**src/rtl/ad9866_gain_sequencer.sv**
```systemverilog
`default_nettype none
// ============================================================================
//  Module   : ad9866_gain_sequencer
//  Purpose  : Upstream feeder for the AD9866 SPI controller. Holds host RX/TX
//             gain writes as pending updates and presents them one at a time
//             on ext_rx_rqst/ext_tx_rqst. The controller's sen_n is used as
//             the accept (falling) and done (rising) handshake.
//  Options  : define GAIN_PTT_REFRESH_EN to force a refresh of the active
//             path gain on every T/R switch (ptt edge).
//  Revision : 1.0 - initial release
// ============================================================================
module ad9866_gain_sequencer #(
  parameter int unsigned HOLDOFF     = 4,      // idle cycles after a transfer, 1..15
  parameter int unsigned ACK_TIMEOUT = 4095,   // REQ cycles before withdraw/retry
  parameter logic [5:0]  RX_GAIN_RST = 6'h00,
  parameter logic [5:0]  TX_GAIN_RST = 6'h00
) (
  input  logic       clk,
  input  logic       reset,
  input  logic [5:0] rx_gain_in,
  input  logic       rx_gain_wr,
  input  logic [5:0] tx_gain_in,
  input  logic       tx_gain_wr,
  input  logic       ptt,
  input  logic       sen_n,
  output logic       ext_rx_rqst,
  output logic [5:0] rx_gain,
  output logic       ext_tx_rqst,
  output logic [5:0] tx_gain,
  output logic       busy,
  output logic       timeout_pulse
);

  // --------------------------------------------------------------------------
  // State encoding and constants
  // --------------------------------------------------------------------------
  localparam logic [1:0] c_ST_IDLE = 2'd0;
  localparam logic [1:0] c_ST_REQ  = 2'd1;
  localparam logic [1:0] c_ST_XFER = 2'd2;
  localparam logic [1:0] c_ST_GAP  = 2'd3;

  // Shared 12-bit counter: REQ wait time, then GAP hold-off time.
  localparam logic [11:0] c_ACK_LAST = 12'(ACK_TIMEOUT - 1);
  localparam logic [11:0] c_GAP_LAST = 12'(HOLDOFF - 1);

  // Value that can never match a real "already applied" compare at start-up.
  localparam logic [5:0]  c_APPLIED_RST = 6'h3F;

  // --------------------------------------------------------------------------
  // Registers
  // --------------------------------------------------------------------------
  logic [1:0]  r_state;
  logic [11:0] r_cnt;
  logic        r_sel_tx;        // channel owning the current REQ/XFER
  logic [5:0]  r_rx_shadow;
  logic [5:0]  r_tx_shadow;
  logic [5:0]  r_rx_applied;    // last value the controller completed
  logic [5:0]  r_tx_applied;
  logic        r_rx_pend;
  logic        r_tx_pend;
  logic [5:0]  r_rx_gain;       // value presented to the controller
  logic [5:0]  r_tx_gain;
  logic        r_timeout_pulse;

  // --------------------------------------------------------------------------
  // Combinational control
  // --------------------------------------------------------------------------
  logic [1:0]  w_state_nxt;
  logic        w_pick;          // IDLE selects a channel this cycle
  logic        w_pick_tx;       // ...and that channel is TX
  logic        w_timeout;       // REQ withdrawn this cycle
  logic        w_done;          // XFER completes this cycle
  logic        w_rx_inflight;
  logic        w_tx_inflight;
  logic        w_rx_pend_nxt;
  logic        w_tx_pend_nxt;
  logic        w_ptt_rise;
  logic        w_ptt_fall;

  // --------------------------------------------------------------------------
  // T/R switch edge detection (refresh option only)
  // --------------------------------------------------------------------------
`ifdef GAIN_PTT_REFRESH_EN
  logic r_ptt_q;

  // Register ptt so its edges can force a gain refresh.
  always_ff @(posedge clk) begin
    if (reset) r_ptt_q <= 1'b0;
    else       r_ptt_q <= ptt;
  end

  assign w_ptt_rise = ptt & ~r_ptt_q;
  assign w_ptt_fall = ~ptt & r_ptt_q;
`else
  assign w_ptt_rise = 1'b0;
  assign w_ptt_fall = 1'b0;
`endif

  // --------------------------------------------------------------------------
  // FSM: state register
  // --------------------------------------------------------------------------
  // Advance the sequencer state.
  always_ff @(posedge clk) begin
    if (reset) r_state <= c_ST_IDLE;
    else       r_state <= w_state_nxt;
  end

  // --------------------------------------------------------------------------
  // FSM: next-state logic
  // --------------------------------------------------------------------------
  // Arbitrate in IDLE, wait for accept/done, then hold off before re-arming.
  always_comb begin
    w_state_nxt = r_state;
    w_pick      = 1'b0;
    w_pick_tx   = 1'b0;
    w_timeout   = 1'b0;
    w_done      = 1'b0;
    case (r_state)
      c_ST_IDLE: begin
        // TX wins while transmitting, or whenever RX has nothing to send.
        if (r_tx_pend && (ptt || !r_rx_pend)) begin
          w_pick      = 1'b1;
          w_pick_tx   = 1'b1;
          w_state_nxt = c_ST_REQ;
        end else if (r_rx_pend) begin
          w_pick      = 1'b1;
          w_state_nxt = c_ST_REQ;
        end
      end
      c_ST_REQ: begin
        if (!sen_n) begin
          w_state_nxt = c_ST_XFER;
        end else if (r_cnt == c_ACK_LAST) begin
          w_timeout   = 1'b1;
          w_state_nxt = c_ST_GAP;
        end
      end
      c_ST_XFER: begin
        if (sen_n) begin
          w_done      = 1'b1;
          w_state_nxt = c_ST_GAP;
        end
      end
      c_ST_GAP: begin
        if (r_cnt == c_GAP_LAST) w_state_nxt = c_ST_IDLE;
      end
      default: w_state_nxt = c_ST_IDLE;
    endcase
  end

  // --------------------------------------------------------------------------
  // FSM: outputs
  // --------------------------------------------------------------------------
  // Only the owning channel requests, and only until the controller drops sen_n.
  always_comb begin
    ext_rx_rqst = (r_state == c_ST_REQ) && !r_sel_tx && sen_n;
    ext_tx_rqst = (r_state == c_ST_REQ) &&  r_sel_tx && sen_n;
  end

  assign rx_gain       = r_rx_gain;
  assign tx_gain       = r_tx_gain;
  assign timeout_pulse = r_timeout_pulse;
  assign busy          = r_rx_pend | r_tx_pend | (r_state != c_ST_IDLE);

  // --------------------------------------------------------------------------
  // Pending-flag update
  // --------------------------------------------------------------------------
  // A channel counts as in flight from its IDLE selection until XFER ends, so
  // a write landing in that window always queues a follow-up transfer.
  assign w_rx_inflight = ((r_state == c_ST_REQ || r_state == c_ST_XFER) && !r_sel_tx)
                       || (w_pick && !w_pick_tx);
  assign w_tx_inflight = ((r_state == c_ST_REQ || r_state == c_ST_XFER) &&  r_sel_tx)
                       || (w_pick &&  w_pick_tx);

  // Clear on selection; writes, timeouts and T/R edges set (and so win).
  always_comb begin
    w_rx_pend_nxt = r_rx_pend;
    w_tx_pend_nxt = r_tx_pend;

    if (w_pick && !w_pick_tx) w_rx_pend_nxt = 1'b0;
    if (w_pick &&  w_pick_tx) w_tx_pend_nxt = 1'b0;

    if (rx_gain_wr && !((rx_gain_in == r_rx_applied) && !w_rx_inflight))
      w_rx_pend_nxt = 1'b1;
    if (tx_gain_wr && !((tx_gain_in == r_tx_applied) && !w_tx_inflight))
      w_tx_pend_nxt = 1'b1;

    if (w_timeout && !r_sel_tx) w_rx_pend_nxt = 1'b1;
    if (w_timeout &&  r_sel_tx) w_tx_pend_nxt = 1'b1;

    if (w_ptt_fall) w_rx_pend_nxt = 1'b1;
    if (w_ptt_rise) w_tx_pend_nxt = 1'b1;
  end

  // --------------------------------------------------------------------------
  // Datapath registers
  // --------------------------------------------------------------------------
  // Shadows, presented gains, applied values, counter and timeout pulse.
  always_ff @(posedge clk) begin
    if (reset) begin
      r_cnt           <= 12'd0;
      r_sel_tx        <= 1'b0;
      r_rx_shadow     <= RX_GAIN_RST;
      r_tx_shadow     <= TX_GAIN_RST;
      r_rx_applied    <= c_APPLIED_RST;
      r_tx_applied    <= c_APPLIED_RST;
      r_rx_pend       <= 1'b1;
      r_tx_pend       <= 1'b1;
      r_rx_gain       <= RX_GAIN_RST;
      r_tx_gain       <= TX_GAIN_RST;
      r_timeout_pulse <= 1'b0;
    end else begin
      if (rx_gain_wr) r_rx_shadow <= rx_gain_in;
      if (tx_gain_wr) r_tx_shadow <= tx_gain_in;

      r_rx_pend <= w_rx_pend_nxt;
      r_tx_pend <= w_tx_pend_nxt;

      // The presented gain is loaded only at selection, so it stays frozen
      // through REQ and XFER regardless of later host writes.
      if (w_pick) begin
        r_sel_tx <= w_pick_tx;
        if (w_pick_tx) r_tx_gain <= r_tx_shadow;
        else           r_rx_gain <= r_rx_shadow;
      end

      if (w_done) begin
        if (r_sel_tx) r_tx_applied <= r_tx_gain;
        else          r_rx_applied <= r_rx_gain;
      end

      r_timeout_pulse <= w_timeout;

      // Restart on every state change; count only where a limit is watched.
      if (w_state_nxt != r_state)
        r_cnt <= 12'd0;
      else if (r_state == c_ST_REQ || r_state == c_ST_GAP)
        r_cnt <= r_cnt + 12'd1;
    end
  end

endmodule
`default_nettype wire
```
**config.mk**
```make
export PLATFORM = sky130hd
export DESIGN_NAME = ad9866_gain_sequencer
export DESIGN_NICKNAME = d
export VERILOG_FILES = /design/src/rtl/ad9866_gain_sequencer.sv
export SDC_FILE = /design/constraint.sdc
export NUM_CORES = 1
export LEC_CHECK = 0
export ABC_AREA = 1
export ABC_CLOCK_PERIOD_IN_PS = 4750
export CAP_MARGIN = 20
export CORE_MARGIN = 2
export CORE_UTILIZATION = 58
export DETAILED_ROUTE_END_ITERATION = 8
export GPL_TIMING_DRIVEN = 0
export PLACE_DENSITY = 0.84
export SYNTH_ARGS = -nofsm -noshare
export SYNTH_HDL_FRONTEND = slang
export SYNTH_SLANG_ARGS = --single-unit
```
**constraint.sdc**
```tcl
create_clock -name clk -period 4.75 [get_ports clk]
set_input_delay 0.95 -clock clk [delete_from_list [all_inputs] [get_ports clk]]
set_output_delay 0.95 -clock clk [all_outputs]
set_load 0.005 [all_outputs]
```
**Word-level counts from Yosys, hierarchy flattened**

Index checks and enable logic that the tools add are counted.

- Bits in registers: 54
- Input port bits: 18
- Output and inout bits: 16

- Add/sub/neg operators: 1
- Equal/unequal tests: 8
- Multiplexer cells: 17
- Bitwise gates (word level): 4
- Reduce and logical (&&, ||, !) cells: 36

Operators by type and width:

| kind | count |
|---|---|
| logical AND 1 bit | 15 |
| adder 12 x 1 -> 12 bit, second input constant | 1 |
| equality test 12 bit, second input constant | 1 |
| equality test 12 x 2 -> 1 bit, second input constant | 1 |
| equality test 6 bit | 2 |
| two-way mux 2 bit | 6 |
| two-way mux 1 bit | 10 |
| one-hot mux 2 bit (4 select lines) | 1 |
| AND reduction 2 bit | 4 |
| zero test 1 bit | 7 |
| OR reduction 3 bit | 2 |
| logical OR 1 bit | 5 |
| equality test 2 bit, second input constant | 2 |
| equality test 2 x 1 -> 1 bit, second input constant | 1 |
| zero test 2 bit | 1 |
| != test 2 bit | 1 |
| inverter 1 bit | 2 |
| bitwise OR 1 bit | 2 |
| nonzero test 2 bit | 1 |
| OR reduction 2 bit | 1 |

**Longest topological paths before layout**

Gate-level depths: netlist of the first run.

- Word-level depth: 13
- Depth in mapped cells: 14
- Depth with buffers taken out: 13

**Worst setup path after synthesis of the first run**

OpenSTA, ideal clock, no wires.

- Path type: input-to-output
- From: input sen_n
- To: output ext_tx_rqst
- Arrival time: 1,161 ps
- Required time: 3,800 ps
- Setup slack: 2,639 ps
- Stages: 2
- Buffers on the path: 0
- Cells stage by stage: nand2_1 nor2_1

- Word-level cells in the longest chain between the ends: 1

RTL lines:

| item | line | source |
|---|---|---|
| start, declared | 25 | `input logic sen_n,` |
| logical AND 1 bit | 157 | `ext_tx_rqst = (r_state == c_ST_REQ) && r_sel_tx && sen_n;` |
| end, declared | 28 | `output logic ext_tx_rqst,` |

No other way between the ends.

**Final worst setup path of the first run**

Ends and elaborated chain as after synthesis.

==> results of run 1 <==
[registers in the layout, summed over array words and instances, names as in the netlist, 2 cells and up]
register / flops
rx_gain: 6
r_rx_shadow: 6
r_cnt: 12
tx_gain: 6
r_state: 2
r_tx_applied: 6
r_rx_applied: 6
r_tx_shadow: 6
[area by class of cell]
type / instances / area (µm²)
Sequential cell: 54 / 1081
Multi-Input combinational cell: 232 / 1215
Buffer: 6 / 30.03
Tap cell: 50 / 62.56
Fill cell: 326 / 1084
Inverter: 31 / 116.4
Clock buffer: 8 / 110.1
Timing Repair Buffer: 33 / 330.3
[per-layer routing]
layer,vias up,share of wire [%]
met5,-,0
met4,0,2.1
met3,10,5.2
met2,60,48
met1,1001,45
li1,1102,-
[cells by family (layout without fill, tap and decap cells)]
logic type | after synthesis | after routing | share of synthesized area, %
AO/OA/AOI/OAI | 47 | 47 | 10.76
XOR/XNOR | 21 | 21 | 7.530
adder cells (fa/ha/maj) | 7 | 7 | 3.586
buffers and inverters | 37 | 78 | 5.994
flip-flops | 54 | 54 | 44.26
AND/OR/NAND/NOR | 157 | 157 | 27.87
[layout by cell type, fill, tap and decap left out, types with 3 or more instances in the layout]
master / count
nand2_1: 54
nor2_1: 61
dfxtp_1: 54
inv_1: 30
nand3_1: 15
ha_1: 7
nand2_2: 4
clkdlybuf4s50_1: 33
nor3_1: 3
xor2_1: 11
o211ai_1: 5
xnor2_1: 10
o21ai_0: 26
clkbuf_1: 5
a21oi_1: 10
nor2_2: 13
clkbuf_8: 8
[critical path, stage by stage]
cell	delay, ps
clkdlybuf4s50_1	510
nand2_1	130
nor2_1	180
clkdlybuf4s50_1	540
[metrics by stage]
| stage | setup slack, ps | power (W) | hold slack, ps |
|---|---|---|---|
| global placement | 1501 | 0.0008498 | 458.1 |
| global route | 1439 | 0.001210 | 503.7 |
| detailed placement | 1509 | 0.0008582 | 465.0 |
| finish | 1493 | 0.001152 | 474.5 |
| CTS | 1503 | 0.001158 | 479.5 |
| floorplan | 2639 | 0.0007334 | 443.5 |
[worst paths after layout]
kind | cells past startpoint | startpoint | slack (ps) | endpoint
worst max-delay path | 4 | sen_n | 1490 | ext_tx_rqst
worst min-delay path | 2 | tx_gain[3] | 470 | tx_gain[3]
worst max register to register | 8 | r_state[0] | 2730 | r_rx_pend
worst min register to register | 2 | tx_gain[3] | 470 | tx_gain[3]
[power by group]
group / switching, W / leakage (nW) / total, W / internal (W)
sequential: 0.0000378 / 0.443 / 0.000540 / 0.000502
clock: 0.000149 / 0.0575 / 0.000297 / 0.000147
combinational: 0.000181 / 0.722 / 0.000315 / 0.000135
total: 0.000368 / 1.22 / 0.00115 / 0.000784
==> out/results.txt, run 1 <==
N_diodes - 0
Clock Latency Late Sink - 320 ps
M1 GR Usage - 27.86%
DIE WIDTH - 68.89 µm
DP HPWL - 3733 µm
Fmax - 307.1 MHz
Post-CTS setup buffer count - 0
# port buffers - 33
CTS Buffer Depth - 2
Status - finished clean
Synth warnings - 0
Top post-synthesis cells by area - dfxtp_1, nor2_1, nand2_1
DRT Pass-1 Iters - 4
Post-CTS Hold Fix Bufs - 0
Largest net degree at the start of global routing - 16
Post-synth top area cell - dfxtp_1
#FFs+latches synth - 54
Met3 usage - 4.545%
M2 GR Usage - 43.51%
Area Overhead vs Synth - 20.59%
Vias per Instance - 5.249
Clock Skews - 12.25 ps
Setup violators final - 0
Post-synthesis sequential area ratio - 44.26%
Final hold viol count - 0
CTS tree - done
WP data required - 3800 ps
Mapped Area - 2442 µm²
Clock root buffer - clkbuf_8
Vias in the first global route - 1983
Top_reg_cell synth - dfxtp_1
RSZ-0062 raised after global routing - false
Core area - 4029 µm²
Hold Crit Class - reg2reg
Synth cell count leaders - nor2_1, dfxtp_1, nand2_1
Max-slew violation count - 0
Remaining antenna violation count - 0
# resized after CTS - 0
Worst-path fanout max - 4
Clk slew on worst S/H paths - 90 ps
GRT overflow - 0
Async set-reset flop share out of synthesis - 0%
Max Cap Viol - 0
Fin util - 73.11%
Slew HR - 65.76%
DP Cell Count - 406
Placer's final routability congestion estimate - 0.8116
Syn Inst Count - 323
Worst setup EP type - output pin
Gr usage total - 24.29%
Fin area - 2945 µm²
Num CTS Buffers - 5
Crit path DAT - 2310 ps
Most Crowded Layer GR - met2
Syn Nets - 348
WL/cell - 13.03 µm
Count leader, synth - nor2_1
IO Pins - 34
Mean Syn Cell Area - 7.561 µm²
Slew @ Worst Pin - 513.6 ps
Initial antenna violation count - 0
Sink Count - 54
EDFF count, synth - 0
Leak - 1.222 nW
Share of the synthesized area in the top cell type - 44.26%
Routed wire length - 5395 µm
CTS H-tree depth - 2
First-pass GRT wire length - 8431 µm
Rows - 23
Die H - 68.89 µm
Pwr Density - 391.0 nW/µm²
Post-route clock period utilization - 68.56%
DR iter-0 viols - 163
Share of post-route cells with drive strength above 1 - 8.516%
Tmin final - 3257 ps
Critical path type - in2out
Peak supply drop - 0.2889 mV
Initial core utilization - 60.62%
Die ar. - 4746 µm²
CP Launch Type - input pin
Final net count - 388
Final routed DRC violation total - 0
DR vias - 2173
Layout Cells excl Fill - 414
TNS Setup - 0 ps
Dpl cell area - 2835 µm²
Netlist cell types - 27
(Power assumes the default switching activity.)
==> run 2: changes to the inputs <==
--- a/config.mk
+++ b/config.mk
@@ -6,13 +6,13 @@
 export NUM_CORES = 1
 export LEC_CHECK = 0
 export ABC_AREA = 1
-export ABC_CLOCK_PERIOD_IN_PS = 4750
+export ABC_CLOCK_PERIOD_IN_PS = 2700
 export CAP_MARGIN = 20
 export CORE_MARGIN = 2
-export CORE_UTILIZATION = 58
+export CORE_UTILIZATION = 49
 export DETAILED_ROUTE_END_ITERATION = 8
 export GPL_TIMING_DRIVEN = 0
-export PLACE_DENSITY = 0.84
+export PLACE_DENSITY = 0.76
 export SYNTH_ARGS = -nofsm -noshare
 export SYNTH_HDL_FRONTEND = slang
 export SYNTH_SLANG_ARGS = --single-unit
==> constraint.sdc (replaced) <==
create_clock -name clk -period 2.7 [get_ports clk]
set_input_delay 0.54 -clock clk [delete_from_list [all_inputs] [get_ports clk]]
set_output_delay 0.54 -clock clk [all_outputs]
set_load 0.005 [all_outputs]
==> out/results.txt, run 2 (synthesis results as in run 1) <==
Leak - 1.224 nW
Critical-path cell list - inv_1, ha_1, nand2_1, nor2_1, clkdlybuf4s50_1
Tmin final - 2451 ps
Post-CTS setup buffer count - 0
DR vias - 2159
Met1 Wirelength - 2373 µm
Worst-path fanout max - 5
Dpl cell area - 2856 µm²
Remaining antenna violation count - 0
Max incr delay on CP - 540 ps
Final hold viol count - 0
RSZ-0062 raised after global routing - false
Area Overhead vs Synth - 21.72%
Max-slew violation count - 0
Initial antenna violation count - 0
Num CTS Buffers - 5
Slew HR - 64.45%
Post-route clock period utilization - 90.77%
Post-CTS Hold Fix Bufs - 0
CTS H-tree depth - 2
Initial core utilization - 51.37%
Critical path type - reg2out
Vias in the first global route - 1973
Die ar. - 5565 µm²
Routed wire length - 5102 µm
# resized after CTS - 0
Crit path DAT - 1910 ps
Power after layout - 0.002056 W
Placer's final routability congestion estimate - 0.8113
Slew @ Worst Pin - 531.2 ps
Hold Crit Class - reg2reg
GRT overflow - 0
DP Cell Count - 423
Die H - 74.60 µm
Commonest non-fill, non-tap cells in the layout - nor2_1, nand2_1, dfxtp_1
Setup violators final - 0
N_diodes - 0
Max Cap Viol - 0
Sink Count - 54
Fin area - 2973 µm²
Vias per Instance - 5.009
Multi-input gate area - 1215 µm²
Max FFs per register - 12
Slowest CP cell - clkdlybuf4s50_1
Core area - 4755 µm²
Max layer used - met4
DP HPWL - 3693 µm
DR iter-0 viols - 63
First-pass GRT wire length - 8618 µm
Status - finished clean
Peak supply drop - 0.5467 mV
Final routed DRC violation total - 0
Final net count - 388
Reg-to-reg slack, setup - 730 ps
Share of post-route cells with drive strength above 1 - 8.516%
DR WL met2 - 2467 µm
Rows - 25
Clock Latency Late Sink - 310 ps
DRT Pass-1 Iters - 6
Most common cell after layout, fill and taps aside - nor2_1
Layout Cells excl Fill - 431
CTS Buffer Depth - 2
WL met3 - 195 µm
Reg area - 1081 µm²
DIE WIDTH - 74.60 µm
CTS tree - done
IO Pins - 34
Clock root buffer - clkbuf_8
Fmax - 408.0 MHz
Pwr Density - 691.6 nW/µm²
Fin util - 62.53%
Largest net degree at the start of global routing - 19
CP Launch Type - flip-flop
Worst setup EP type - output pin
Clk slew on worst S/H paths - 100 ps
TNS Setup - 0 ps
# port buffers - 33
WL/cell - 11.84 µm
Gr usage total - 20.03%
# fillers - 457
Reg with most FFs - r_cnt
Clock Skews - 9.671 ps
WP data required - 2160 ps
run 2: changes by cell type in the layout (fill, tap and decap cells not counted), sizes merged:
| cell | before | now |
|---|---|---|
| bufinv | 0 | 1 |
| clkbuf | 13 | 10 |
| inv | 30 | 32 |
run 2: routing by layer:
layer | global-route usage, % | up-vias
li1 | - | 1109
met1 | 25.23 | 996
met2 | 34.61 | 47
met3 | 3.659 | 7
met4 | 6.548 | 0
met5 | 0 | -
run 2: stage by stage:
stage	hold slack (ps)	setup slack, ps
after CTS	476.6	236.9
final	475.4	249.3
after global routing	509.9	107.8
after global placement	458.2	260.9
after detailed placement	461.1	269.2
after floorplan	443.5	1008
run 2: power by group:
part | total, W | internal, W | switching, W
clock network | 0.000562 | 0.000283 | 0.000279
logic | 0.000547 | 0.000237 | 0.000310
registers | 0.000947 | 0.000883 | 0.0000640
total | 0.00206 | 0.00140 | 0.000653
run 2: layout make-up:
cell class / instances / area share (%)
Buffer: 6 / 1.010
Clock buffer: 5 / 2.315
Clock inverter: 3 / 1.599
Inverter: 31 / 3.914
Multi-Input combinational cell: 232 / 40.87
Sequential cell: 54 / 36.36
Tap cell: 67 / 2.820
Timing Repair Buffer: 33 / 11.11
run 2: critical path: cells and delay by family (launching register included):
kind	cells	cell delay (ps)
simple gates	2	310
fa+ha+maj	1	230
buf+inv	2	690
flops	1	370
run 2: path summary, 6_finish.rpt:
kind                 endpoint  cells past startpoint  startpoint
hold / removal     tx_gain[2]                      2  tx_gain[2]
setup / recovery  ext_tx_rqst                      5  r_state[1]
hold reg to reg    tx_gain[2]                      2  tx_gain[2]
setup reg to reg    r_rx_pend                      8  r_state[0]
